**src/rtl/alu_exec_ctrl.sv**
```systemverilog
// Multi-cycle execute-stage sequencer for the 16-bit ALU: decode, operand fetch, PSR, writeback,
// PC redirect and LOAD/STORE sequencing. Optional macro ALU_EXEC_ILLEGAL_TRAP_EN adds illegal_op.
module alu_exec_ctrl #(
    parameter int unsigned MEM_TIMEOUT = 255
) (
    input  logic        clk,
    input  logic        reset,
    input  logic [15:0] instr,
    input  logic        instr_valid,
    output logic        instr_ready,
    input  logic [15:0] pc,
    output logic [3:0]  rf_raddr_a,
    output logic [3:0]  rf_raddr_b,
    input  logic [15:0] rf_rdata_a,
    input  logic [15:0] rf_rdata_b,
    output logic        rf_we,
    output logic [3:0]  rf_waddr,
    output logic [15:0] rf_wdata,
    output logic [15:0] alu_dst,
    output logic [15:0] alu_src,
    output logic [3:0]  alu_oper,
    output logic [3:0]  alu_func,
    output logic [3:0]  alu_cond,
    output logic [4:0]  alu_psr_read,
    input  logic [15:0] alu_result,
    input  logic [4:0]  alu_psr_write,
    input  logic [4:0]  alu_psr_wr_en,
    output logic [4:0]  psr,
    output logic        pc_load,
    output logic [15:0] pc_next,
    output logic        mem_req,
    output logic        mem_we,
    output logic [15:0] mem_addr,
    output logic [15:0] mem_wdata,
    input  logic [15:0] mem_rdata,
    input  logic        mem_ack,
    output logic        mem_err
`ifdef ALU_EXEC_ILLEGAL_TRAP_EN
    ,
    output logic        illegal_op
`endif
);

    typedef enum logic [1:0] {StIdle, StDecode, StExec, StMem} state_e;

    localparam logic [3:0] OpReg     = 4'b0000;
    localparam logic [3:0] OpSpecial = 4'b0100;
    localparam logic [3:0] OpShift   = 4'b1000;
    localparam logic [3:0] OpBcond   = 4'b1100;
    localparam logic [7:0] TimeoutCnt = 8'(MEM_TIMEOUT);

    state_e      state_q, state_d;
    logic [15:0] instr_q, pc_q, dst_q, src_q;
    logic [4:0]  psr_q, psr_d;
    logic [7:0]  cnt_q, cnt_d;

    logic [3:0]  oper, func, rd_f, rs_f;
    logic [15:0] src_dec;
    logic        illegal, no_wb, is_load, is_store, is_jal, is_jcond, is_bcond, is_scond;

    assign oper = instr_q[15:12];
    assign rd_f = instr_q[11:8];
    assign func = instr_q[7:4];
    assign rs_f = instr_q[3:0];

    always_comb begin
        illegal  = 1'b0;
        no_wb    = 1'b0;
        is_load  = 1'b0;
        is_store = 1'b0;
        is_jal   = 1'b0;
        is_jcond = 1'b0;
        is_bcond = 1'b0;
        is_scond = 1'b0;
        src_dec  = rf_rdata_b;
        case (oper)
            OpReg: begin
                illegal = (func == 4'b0000) || (func == 4'b1000) || (func == 4'b1100);
                // CMP (1011) and TEST (0100) only update flags
                no_wb   = (func == 4'b1011) || (func == 4'b0100);
            end
            OpSpecial: begin
                case (func)
                    4'b0000: is_load  = 1'b1;
                    4'b0100: is_store = 1'b1;
                    4'b1000: is_jal   = 1'b1;
                    4'b1100: begin
                        is_jcond = 1'b1;
                        no_wb    = 1'b1;
                    end
                    4'b1101: is_scond = 1'b1;
                    default: illegal  = 1'b1;
                endcase
            end
            OpShift: begin
                case (func)
                    4'b0000, 4'b0010: src_dec = {12'b0, rs_f};
                    // right shifts pass a negative amount; the ALU negates it back
                    4'b0001, 4'b0011: src_dec = -{12'b0, rs_f};
                    4'b0100, 4'b0110: src_dec = rf_rdata_b;
                    default:          illegal = 1'b1;
                endcase
            end
            OpBcond: begin
                is_bcond = 1'b1;
                no_wb    = 1'b1;
                src_dec  = {{8{instr_q[7]}}, instr_q[7:0]};
            end
            4'b0001, 4'b0010, 4'b0011, 4'b1101, 4'b1111: src_dec = {8'h00, instr_q[7:0]};
            default: begin
                src_dec = {{8{instr_q[7]}}, instr_q[7:0]};
                no_wb   = (oper == 4'b1011);
            end
        endcase
    end

    assign rf_raddr_a   = rd_f;
    assign rf_raddr_b   = rs_f;
    assign alu_dst      = dst_q;
    assign alu_src      = src_q;
    assign alu_oper     = oper;
    assign alu_func     = func;
    assign alu_cond     = is_scond ? rs_f : rd_f;
    assign alu_psr_read = psr_q;
    assign psr          = psr_q;
    assign mem_addr     = src_q;
    assign mem_wdata    = dst_q;

    always_comb begin
        state_d     = state_q;
        psr_d       = psr_q;
        cnt_d       = cnt_q;
        instr_ready = 1'b0;
        rf_we       = 1'b0;
        rf_waddr    = rd_f;
        rf_wdata    = alu_result;
        pc_load     = 1'b0;
        pc_next     = alu_result;
        mem_req     = 1'b0;
        mem_we      = 1'b0;
        mem_err     = 1'b0;
`ifdef ALU_EXEC_ILLEGAL_TRAP_EN
        illegal_op  = 1'b0;
`endif
        case (state_q)
            StIdle: begin
                instr_ready = 1'b1;
                if (instr_valid) state_d = StDecode;
            end
            StDecode: begin
                cnt_d   = 8'd0;
                state_d = (is_load || is_store) ? StMem : StExec;
            end
            StExec: begin
                state_d = StIdle;
                if (illegal) begin
`ifdef ALU_EXEC_ILLEGAL_TRAP_EN
                    illegal_op = 1'b1;
                    pc_load    = 1'b1;
                    pc_next    = 16'h0002;
`else
                    pc_load    = 1'b0;
`endif
                end else if (is_jal) begin
                    rf_we    = 1'b1;
                    rf_wdata = pc_q + 16'd1;
                    pc_load  = 1'b1;
                    pc_next  = src_q;
                end else begin
                    psr_d   = (psr_q & ~alu_psr_wr_en) | (alu_psr_write & alu_psr_wr_en);
                    rf_we   = !no_wb;
                    pc_load = is_bcond || is_jcond;
                end
            end
            StMem: begin
                if ((MEM_TIMEOUT != 0) && (cnt_q == TimeoutCnt)) begin
                    mem_err = 1'b1;
                    state_d = StIdle;
                end else begin
                    mem_req = 1'b1;
                    mem_we  = is_store;
                    if (mem_ack) begin
                        rf_we    = is_load;
                        rf_wdata = mem_rdata;
                        state_d  = StIdle;
                    end else if (MEM_TIMEOUT != 0) begin
                        cnt_d = cnt_q + 8'd1;
                    end
                end
            end
            default: state_d = StIdle;
        endcase
    end

    always_ff @(posedge clk) begin
        if (reset) begin
            state_q <= StIdle;
            instr_q <= 16'h0000;
            pc_q    <= 16'h0000;
            dst_q   <= 16'h0000;
            src_q   <= 16'h0000;
            psr_q   <= 5'b00000;
            cnt_q   <= 8'd0;
        end else begin
            state_q <= state_d;
            psr_q   <= psr_d;
            cnt_q   <= cnt_d;
            if (state_q == StIdle && instr_valid) begin
                instr_q <= instr;
                pc_q    <= pc;
            end
            if (state_q == StDecode) begin
                dst_q <= is_bcond ? pc_q : rf_rdata_a;
                src_q <= src_dec;
            end
        end
    end

endmodule

```
**config.mk**
```make
export PLATFORM = sky130hd
export DESIGN_NAME = alu_exec_ctrl
export DESIGN_NICKNAME = d
export VERILOG_FILES = /design/src/rtl/alu_exec_ctrl.sv
export SDC_FILE = /design/constraint.sdc
export NUM_CORES = 1
export LEC_CHECK = 0
export ABC_AREA = 1
export CORE_ASPECT_RATIO = 0.5
export CORE_MARGIN = 4
export CORE_UTILIZATION = 40
export DETAILED_ROUTE_END_ITERATION = 8
export PLACE_DENSITY = 0.88
export SYNTH_ARGS = -nofsm -noshare
export SYNTH_HDL_FRONTEND = slang
export SYNTH_SLANG_ARGS = --single-unit
```
**constraint.sdc**
```tcl
create_clock -name clk -period 2.1 [get_ports clk]
set_input_delay 0.315 -clock clk [delete_from_list [all_inputs] [get_ports clk]]
set_output_delay 0.315 -clock clk [all_outputs]
set_load 0.1 [all_outputs]
```
==> summary.md <==
| Metric | Value |
|---|---|
| Final WS setup | -0.379 ns |
| Fillers | 661 |
| Core region area | 12200 sq um |
| Max_cap viols | 0 |
| Most common cell after layout, fill and taps aside | buf_4 |
| Vias in the first global route | 6963 |
| RSZ-0062 raised after global routing | true |
| Die width | 168 microns |
| Syn_nets | 907 |
| # DRC | 0 |
| Post-Syn Area per Cell | 6.46 sq um |
| Power per cell area | 636 nW/um^2 |
| Fin crit period | 2.48 ns |
| Synth-to-Final Area Change | 91.3% |
| CTS tree | done |
| I/O Pins | 246 |
| Seq cells post-synth | 79 |
| Initial Util | 42.1% |
| Worst setup EP type | output pin |
| Post-synth EDFFs | 0 |
| Storage cell area | 1640 sq um |
| Worst R2R Setup Slack | 0 ns |
| # rows | 28 |
| Layout cell share with drive strength beyond 1 | 41.4% |
| Worst-skew pair later-pin latency | 0.35 ns |
| Wire per inst | 22.7 microns |
| Htree depth | 3 |
| Multi-input logic area | 3820 sq um |
| Final Instance Count excl. Fillers | 1243 |
| CP cell instances | nor2_4, nand3_4, nor3_4, inv_2, nor2_4, buf_4, nand3_4, nand3_4, buf_12 |
| Gr usage total | 33.3% |
| Worst hold slack | 0.492 ns |
| Status | complete, but fails checks |
| Remaining global-route overflow | 0 |
| Post-synthesis instance total | 793 |
| Setup CP Type | register to output pin |
| Crit share post-route | 118% |
| Final design utilization | 80.6% |
| CTS root buffer | clkbuf_16 |
| Main flop type after synthesis | dfxtp_1 |
| FMAX | 0.403 GHz |
| Die area | 14800 sq um |
| FFs w/ async S/R, synth | 0% |
| Cts hold-fix bufs | 0 |
| Dpl hpwl | 17.5 mm |
| Critical path's slowest cell | dfxtp_4 |
| Worst slew margin | 66.3% |
| Largest net degree at the start of global routing | 34 |
| Buffers on Ports | 245 |
| DIE HEIGHT | 88.0 microns |
| Place WS | -0.122 ns |
| Post-synthesis cell area | 5120 sq um |
| CTS clk-pin slew, worst paths | 0.06 ns |
| Critical Path Start Type | register |
| Via-to-Cell Ratio | 5.96 |
| Diodes inserted | 0 |
| Leak | 4.19 nW |
| Failing checks | setup timing |
| Crit-path most repeated cell | nand3_4 |
| Post-Place Cells | 1176 |
| Pins Over Slew Limit | 0 |
| Layout Nets | 1187 |
| DRT iter0 DRCs | 1079 |
| Most frequent cells in the layout | buf_4 (156), clkdlybuf4s50_1 (108), nand2_1 (106) |
| Hold Path Class | register to register |
| Placer Congestion | 0.943 |
| Worst EP required | 1.78 ns |
| Cell variety after synth | 43 |
| Final setup fails | 40 |
| Setup TNS | -10.63 ns |
| CTS buffer count | 9 |
| Worst vdd ir | 0.530 mV |
| Seq/Total Area, Yosys | 30.9% |
| CP peak stage delay | 0.37 ns |
| Endpoints failing hold | 0 |
| Worst Path Arrival | 2.16 ns |
| Worst-Margin Slew | 0.503 ns |
| DR vias | 7411 |
| DRT Wirelength | 28.2 mm |
| Clock Tree Buf Depth | 2 |
| Initial antenna violation count | 0 |
| Max FO, Critical Path | 4 |
| Number of synthesis warnings | 0 |
| ANT nets after route | 0 |
| First-pass GRT wire length | 38.6 mm |
| Skew final | 0.00858 ns |
| First-pass iteration count of the detailed router | 6 |
| Sink Count | 79 |
## worst max-delay path, delay by kind of cell (launching register included)
kind	cells	cell delay [ns]
buffers and inverters	3	0.49
DFF	1	0.37
and+or+nand+nor	6	0.95
## synth_stat cells, drive strengths merged (2+ instances only)
master   instances  share of area, %
o21ai          122                12
a2bb2oi          2              0.34
nand2          178                14
a21boi           2              0.29
inv             75               5.6
nand3           41               4.3
clkbuf          13              0.95
a21oi           63               6.3
or2              2              0.24
a22oi            7               1.0
nand4           11               1.3
o31ai            2              0.29
dfxtp           79                31
xor2             7               1.2
nand3b           2              0.29
nor3            10               1.4
a31oi            3              0.37
o211ai          12               1.8
nor2            95               7.6
buf             58               8.4
ha               4              0.98
## report_power, final
group / internal, W / leakage (nW) / switching, W / total, W
sequential: 0.00160 / 0.661 / 0.000165 / 0.00177
clock: 0.000836 / 0.125 / 0.000678 / 0.00151
combinational: 0.000882 / 3.41 / 0.00207 / 0.00295
## registers in the layout (all words and copies together) (netlist names), named ones only
signal	cells
alu_dst	16
alu_src	16
cnt_q	8
instr_q	16
pc_q	16
state_q	2
## final timing paths
path               start      endpoint  depth (start not counted)
max          instr_q[13]  rf_wdata[13]                          9
min             cnt_q[6]      cnt_q[6]                          2
max reg2reg   instr_q[4]      register                         12
min reg2reg     cnt_q[6]      cnt_q[6]                          2
## layer usage
| metal | wire length (microns) | GRT usage (%) | up-vias |
|---|---|---|---|
| li1 | - | - | 3149 |
| met3 | 3330 | 10.1 | 192 |
| met2 | 12900 | 56.8 | 640 |
| met5 | 0 | 0 | - |
| met1 | 10000 | 39.2 | 3430 |
| met4 | 1890 | 15.5 | 0 |
## layout make-up
cell class | instances | area share [%]
tap | 165 | 2.11
multi-input combinational | 568 | 39.0
timing repair buffer | 339 | 35.9
clock buffer | 12 | 2.52
inverter | 76 | 3.46
sequential | 79 | 16.8
clock inverter | 4 | 0.319
## logic make-up (layout without fill, tap and decap cells)
| kind of cell | count (synthesis) | after routing | share of synthesized area (%) |
|---|---|---|---|
| AOI/OAI and AO/OA | 214 | 214 | 22.6 |
| and+or+nand+nor | 341 | 342 | 29.2 |
| adders and majority gates | 4 | 4 | 0.977 |
| DFF | 79 | 79 | 30.9 |
| xor gates and xnor gates | 8 | 8 | 1.37 |
| buffers and inverters | 147 | 431 | 15.0 |
## timing repair
item	4_1_cts	5_1_grt
endpoints found under the setup margin	34	41
resized for setup	155	64
pin swaps	42	29
buffers inserted	32	20
gates cloned	4	0
## stage by stage
step	cell area [sq um]	power (W)
6_report	9800	0.00624
5_1_grt	9800	0.00638
4_1_cts	9430	0.00605
3_5_place_dp	8330	0.00444
3_3_place_gp	8330	0.00441
2_1_floorplan	5640	0.00362
(Power assumes the default switching activity.)
